File: src/rtl/muldiv_seq.sv
// muldiv_seq: iterative MULT/MULTU/DIV/DIVU sequencer that owns the HI/LO pair.
// It retires one bit per cycle, and every operation takes WIDTH+2 edges.
// Optional build macro: MULDIV_SIGNED_EN. When it is defined, op[0] selects
// signed handling, which adds the magnitude step and the result negators.
// When it is undefined, op[0] is ignored and no sign logic is built.
module muldiv_seq #(
    parameter int WIDTH = 32
) (
    input  logic             clk,
    input  logic             rst_n,
    input  logic             start,
    input  logic [1:0]       op,
    input  logic [WIDTH-1:0] rs_val,
    input  logic [WIDTH-1:0] rt_val,
    input  logic             hilo_we,
    input  logic             hilo_sel,
    input  logic [WIDTH-1:0] hilo_wdata,
    output logic             busy,
    output logic             done,
    output logic             div_zero,
    output logic [WIDTH-1:0] hi,
    output logic [WIDTH-1:0] lo
);

    localparam int CW = (WIDTH > 1) ? $clog2(WIDTH) : 1;

    typedef enum logic [1:0] {S_IDLE, S_PREP, S_RUN, S_FIX} state_t;

    // Operation request as captured when start is accepted
    typedef struct packed {
        logic             is_div;
        logic [WIDTH-1:0] rs;
        logic [WIDTH-1:0] rt;
    } req_t;

    state_t             state;
    req_t               req;
    logic [2*WIDTH-1:0] acc;    // {remainder|product-hi, quotient|product-lo}
    logic [WIDTH-1:0]   opb;    // multiplicand / divisor magnitude
    logic [CW-1:0]      cnt;
    logic               dz_q;

`ifdef MULDIV_SIGNED_EN
    logic sgn_op, sign_q, sign_r;
`else
    logic op_unused;
    assign op_unused = op[0];
`endif

    // Datapath wires
    logic [WIDTH:0]       mul_sum;
    logic [2*WIDTH-1:0]   mul_next;
    logic [WIDTH:0]       div_shift;
    logic                 div_ok;
    logic [WIDTH-1:0]     div_diff;
    logic [2*WIDTH-1:0]   div_next;
    logic [WIDTH-1:0]     rs_mag, rt_mag;
    logic [2*WIDTH-1:0]   prod_fix;
    logic [WIDTH-1:0]     quot_fix, rem_fix;

    // One shift-add and one restoring shift-subtract step on the accumulator
    always_comb begin
        mul_sum   = {1'b0, acc[2*WIDTH-1:WIDTH]} + (acc[0] ? {1'b0, opb} : '0);
        mul_next  = {mul_sum, acc[WIDTH-1:1]};
        div_shift = {acc[2*WIDTH-1:WIDTH], acc[WIDTH-1]};
        div_ok    = (div_shift >= {1'b0, opb});
        div_diff  = div_shift[WIDTH-1:0] - opb;
        div_next  = {(div_ok ? div_diff : div_shift[WIDTH-1:0]),
                     acc[WIDTH-2:0], div_ok};
    end

    // Operand magnitudes going in and sign correction coming out
    always_comb begin
        rs_mag   = req.rs;
        rt_mag   = req.rt;
        prod_fix = acc;
        quot_fix = acc[WIDTH-1:0];
        rem_fix  = acc[2*WIDTH-1:WIDTH];
`ifdef MULDIV_SIGNED_EN
        if (sgn_op && req.rs[WIDTH-1]) rs_mag = -req.rs;
        if (sgn_op && req.rt[WIDTH-1]) rt_mag = -req.rt;
        if (sign_q) begin
            prod_fix = -acc;
            quot_fix = -acc[WIDTH-1:0];
        end
        if (sign_r) rem_fix = -acc[2*WIDTH-1:WIDTH];
`endif
    end

    // Sequencer FSM with registered HI/LO and status outputs
    always_ff @(posedge clk or negedge rst_n) begin
        if (!rst_n) begin
            state    <= S_IDLE;
            req      <= '0;
            acc      <= '0;
            opb      <= '0;
            cnt      <= '0;
            dz_q     <= 1'b0;
            busy     <= 1'b0;
            done     <= 1'b0;
            div_zero <= 1'b0;
            hi       <= '0;
            lo       <= '0;
`ifdef MULDIV_SIGNED_EN
            sgn_op   <= 1'b0;
            sign_q   <= 1'b0;
            sign_r   <= 1'b0;
`endif
        end else begin
            done <= 1'b0;
            case (state)
                S_IDLE: begin
                    if (start) begin
                        req.is_div <= op[1];
                        req.rs     <= rs_val;
                        req.rt     <= rt_val;
`ifdef MULDIV_SIGNED_EN
                        sgn_op     <= op[0];
`endif
                        busy       <= 1'b1;
                        state      <= S_PREP;
                    end else if (hilo_we) begin
                        // start wins over a same-cycle direct write
                        if (hilo_sel) hi <= hilo_wdata;
                        else          lo <= hilo_wdata;
                    end
                end
                S_PREP: begin
                    acc   <= {{WIDTH{1'b0}}, rs_mag};
                    opb   <= rt_mag;
                    cnt   <= CW'(WIDTH - 1);
                    dz_q  <= req.is_div && (req.rt == '0);
`ifdef MULDIV_SIGNED_EN
                    sign_q <= sgn_op & (req.rs[WIDTH-1] ^ req.rt[WIDTH-1]);
                    sign_r <= sgn_op & req.rs[WIDTH-1];
`endif
                    state <= S_RUN;
                end
                S_RUN: begin
                    acc <= req.is_div ? div_next : mul_next;
                    cnt <= cnt - 1'b1;
                    if (cnt == '0) state <= S_FIX;
                end
                S_FIX: begin
                    if (req.is_div) begin
                        // A zero divisor ran the full loop; its result is replaced here
                        if (dz_q) begin
                            hi <= req.rs;
                            lo <= '1;
                        end else begin
                            hi <= rem_fix;
                            lo <= quot_fix;
                        end
                        div_zero <= dz_q;
                    end else begin
                        hi <= prod_fix[2*WIDTH-1:WIDTH];
                        lo <= prod_fix[WIDTH-1:0];
                    end
                    busy  <= 1'b0;
                    done  <= 1'b1;
                    state <= S_IDLE;
                end
                default: state <= S_IDLE;
            endcase
        end
    end

endmodule

File: config.mk
export PLATFORM = sky130hd
export DESIGN_NAME = muldiv_seq
export DESIGN_NICKNAME = d
export VERILOG_FILES = /design/src/rtl/muldiv_seq.sv
export SDC_FILE = /design/constraint.sdc
export NUM_CORES = 1
export LEC_CHECK = 0
export ABC_CLOCK_PERIOD_IN_PS = 3400
export CAP_MARGIN = 30
export CORE_UTILIZATION = 57
export DETAILED_ROUTE_END_ITERATION = 6
export PLACE_DENSITY = 0.78
export SLEW_MARGIN = 15
export SYNTH_ARGS = -nofsm -noshare
export SYNTH_HDL_FRONTEND = slang
export SYNTH_SLANG_ARGS = --single-unit
export TNS_END_PERCENT = 100
File: constraint.sdc
create_clock -name clk -period 3.4 [get_ports clk]
set_clock_uncertainty 0.1 [all_clocks]
set_input_delay 0.34 -clock clk [delete_from_list [all_inputs] [get_ports clk]]
set_output_delay 0.34 -clock clk [all_outputs]
set_load 0.02 [all_outputs]
==> out/qor.yml <==
cp.required_ns: 3.72
fin_crit_sh_pct: 98.1
pre_cts_ws_ns: -0.254
drt_wl_total_um: 42700
hpwl_um: 31000
fmax_mhz: 300
portBuffers: 168
ios: 170
cts_tree: "built"
grt_antenna_before_repair: 2
max-slew-margin-rel_pct: 42.0
die-height_um: 161
hp-start: "rt_val[13]"
synth_area_mm2: 0.0144
ys.flop_type: "dfrtp_1"
synth_nets: 1766
synth_cell_types: 73
path_cells: "buf_2 -> and2_1 -> ha_1 -> a21o_1 -> o41ai_2 -> o31ai_2 -> buf_4 -> buf_4 -> o31ai_4 -> a21oi_1 -> or3_1 -> a21o_1 -> a32o_1"
diodes: 0
end_kind: "register"
drt_iter0_markers: 1335
clockBufferDepth: 3
rrSetupSlack_ns: 0.07
cpPeakStageDelay_ns: 0.45
wl_met2_um: 19900
grt_pass1_vias: 12900
status: "complete, no violations"
yosys-top-cells-area: "dfrtp_1, ha_1, mux2_2"
gp_congestion: 0.904
cp_top_family: "compound AO/OA/AOI/OAI gates"
cts_root_buffer: "clkbuf_16"
crit_type: "register to register"
grt_overflow: 0
top_layer: "met5"
cts_max_level: 1
startpoint: "acc[0]$_DFFE_PN0P_"
pwr_density_cell_mw_per_mm2: 1150
finalHoldViolations: 0
ir_drop_mv: 0.802
cts_made_buffers: 27
synth-edff-count: 0
grt_setup_unrepaired: "true"
syn_inst: 1591
r2r-start: "acc[0]$_DFFE_PN0P_"
async_flop_share_pct: 100
place_inst: 2125
fin_nets: 2012
die_area_mm2: 0.0258
clk_latency_ns: 0.54
maxCapViolCount: 0
setup_slack_ns: 0.0660
drc_errors: 0
worstPathArrival_ns: 3.66
area_growth_pct: 27.2
hp-class: "input port to register"
grt_use_total_pct: 32.8
firstDrtPassIters: 6
initial_core_util_pct: 58.5
drv_slew: 0
leakage_nw: 8.21
post_route_cells_drive_above_1_share_pct: 16.5
synth_seq_cells: 236
crit_path_start_kind: "register"
ys_seq_area_share_pct: 41.1
crit_path_top_delay_cell: "dfrtp_2"
crit_path_max_fanout: 6
num_rows: 57
avgRoutedWirePerCell_um: 19.6
ys_warn_count: 0
fin_cells: 2180
yosysTopAreaCell: "dfrtp_1"
cts.clk_slew.worst_paths_ns: 0.06
worst_slew_pin_slew_ns: 0.870
crit_buf_inv: 3
grt_pass1_wl_um: 67800
clock-sinks: 236
routed_via_density: 6.10
synth_top_area_share_pct: 41.1
vias: 13300
drt-met1-wl_um: 18600
wl_met3_um: 3500
synth.avg_cell_area_um2: 9.03
coreArea_mm2: 0.0245
die_w_um: 161
min_period_ns: 3.33
tns_ns: 0
utilization_pct: 74.5
fin_hold_ws_ns: 0.315
grt_max_degree: 111
final_antenna_net_count: 0
setup_viol: 0
==> power by group <==
group	switching, W	internal, W
Sequential	0.00110	0.00418
Combinational	0.00715	0.00575
Clock	0.00114	0.00166
Total	0.00939	0.0116
==> per-layer routing <==
layer | up-vias | track usage [%]
met3 | 60 | 5.14
met1 | 6485 | 45.9
met5 | - | 0
met4 | 2 | 6.17
met2 | 554 | 54.3
li1 | 6194 | -
==> Yosys cell counts, types with 3 or more instances <==
| cell type | instances |
|---|---|
| mux2_2 | 69 |
| a21oi_1 | 104 |
| nand2_1 | 189 |
| nand2b_1 | 10 |
| nand4_1 | 17 |
| xor2_1 | 19 |
| or3_1 | 6 |
| a22o_1 | 3 |
| o221ai_1 | 18 |
| o21bai_1 | 12 |
| a22oi_1 | 3 |
| a21o_1 | 56 |
| buf_1 | 15 |
| o21a_1 | 3 |
| nor4_1 | 9 |
| a311oi_1 | 3 |
| a221o_1 | 5 |
| xnor2_1 | 29 |
| mux2i_1 | 51 |
| o21ai_0 | 143 |
| o211ai_1 | 14 |
| buf_6 | 3 |
| nor2_1 | 117 |
| buf_2 | 4 |
| o21ai_1 | 4 |
| o31ai_1 | 7 |
| a211o_1 | 3 |
| dfrtp_1 | 236 |
| nand3_1 | 44 |
| o22ai_1 | 36 |
| nor2b_1 | 8 |
| a31oi_1 | 8 |
| and2_1 | 36 |
| nor3_1 | 13 |
| a211oi_1 | 36 |
| ha_1 | 70 |
| clkbuf_1 | 76 |
| inv_1 | 61 |
| and3_1 | 7 |
==> worst register-to-register path: cells and delay by family (launching register included) <==
family | cells | cell delay (ns)
compound gates | 7 | 1.39
simple gates | 2 | 0.46
fa+ha+maj | 1 | 0.32
buf+inv | 3 | 0.50
flops | 1 | 0.45
==> layout make-up <==
type / count / area [um2]
Inverter: 61 / 229
Multi-Input combinational cell: 1196 / 8020
Clock buffer: 42 / 792
Tap cell: 324 / 405
Fill cell: 1851 / 6270
Clock inverter: 6 / 55.1
Timing Repair Buffer: 315 / 2850
Sequential cell: 236 / 5910
==> through the flow <==
stage,instance area (um2),power [W]
2_1_floorplan,14400,0.0131
3_3_place_gp,17200,0.0173
3_5_place_dp,17200,0.0177
4_1_cts,18100,0.0206
5_1_grt,18300,0.0223
6_report,18300,0.0210
==> what timing repair did <==
action / CTS / global route
hold endpoints to repair: 106 / 0
resized for setup: 6 / 33
setup endpoints to repair: 6 / 16
hold buffers: 1 / 0
pin swaps: 1 / 9
buffers inserted: 0 / 7
==> registers in the layout, indices dropped and copies added (netlist names) <==
signal	flops
rt_mag	32
rs_mag	32
req	1
dz_q	1
lo	32
opb	32
div_zero	1
state	2
busy	1
acc	64
done	1
hi	32
cnt	5
==> cells by family after synthesis <==
| family | synth area share [%] |
|---|---|
| simple gates | 14.8 |
| fa+ha+maj | 6.38 |
| mux | 8.97 |
| buf+inv | 4.35 |
| xor+xnor | 2.93 |
| flops | 41.1 |
| compound gates | 21.5 |
==> cells in the final DEF (no fill, tap or decap), drive strengths merged, types with 9 or more instances in the layout <==
master,instances
buf,147
o21ai,147
o22ai,36
xnor2,29
o31ai,9
nor2,117
clkbuf,42
a21o,56
inv,61
nor4,9
xor2,19
dfrtp,236
a21oi,105
nand3,44
o221ai,18
and2,36
clkdlybuf4s50,167
mux2,69
nand2b,10
o21bai,12
nand2,189
a211oi,36
ha,70
mux2i,51
o211ai,14
nor3,13
nand4,17
==> final timing paths <==
kind	to	cells after the start
worst max-delay path	acc[61]$_DFFE_PN0P_	13
max in group asynchronous	rs_mag[22]$_DFFE_PN0P_	3
min in group asynchronous	lo[20]$_DFFE_PN0P_	2
worst min-delay path	rt_mag[13]$_DFFE_PN0P_	2
worst min register to register	hi[18]$_DFFE_PN0P_	2
worst max register to register	acc[61]$_DFFE_PN0P_	13
No activity file was read; power rests on OpenSTA's default activity.
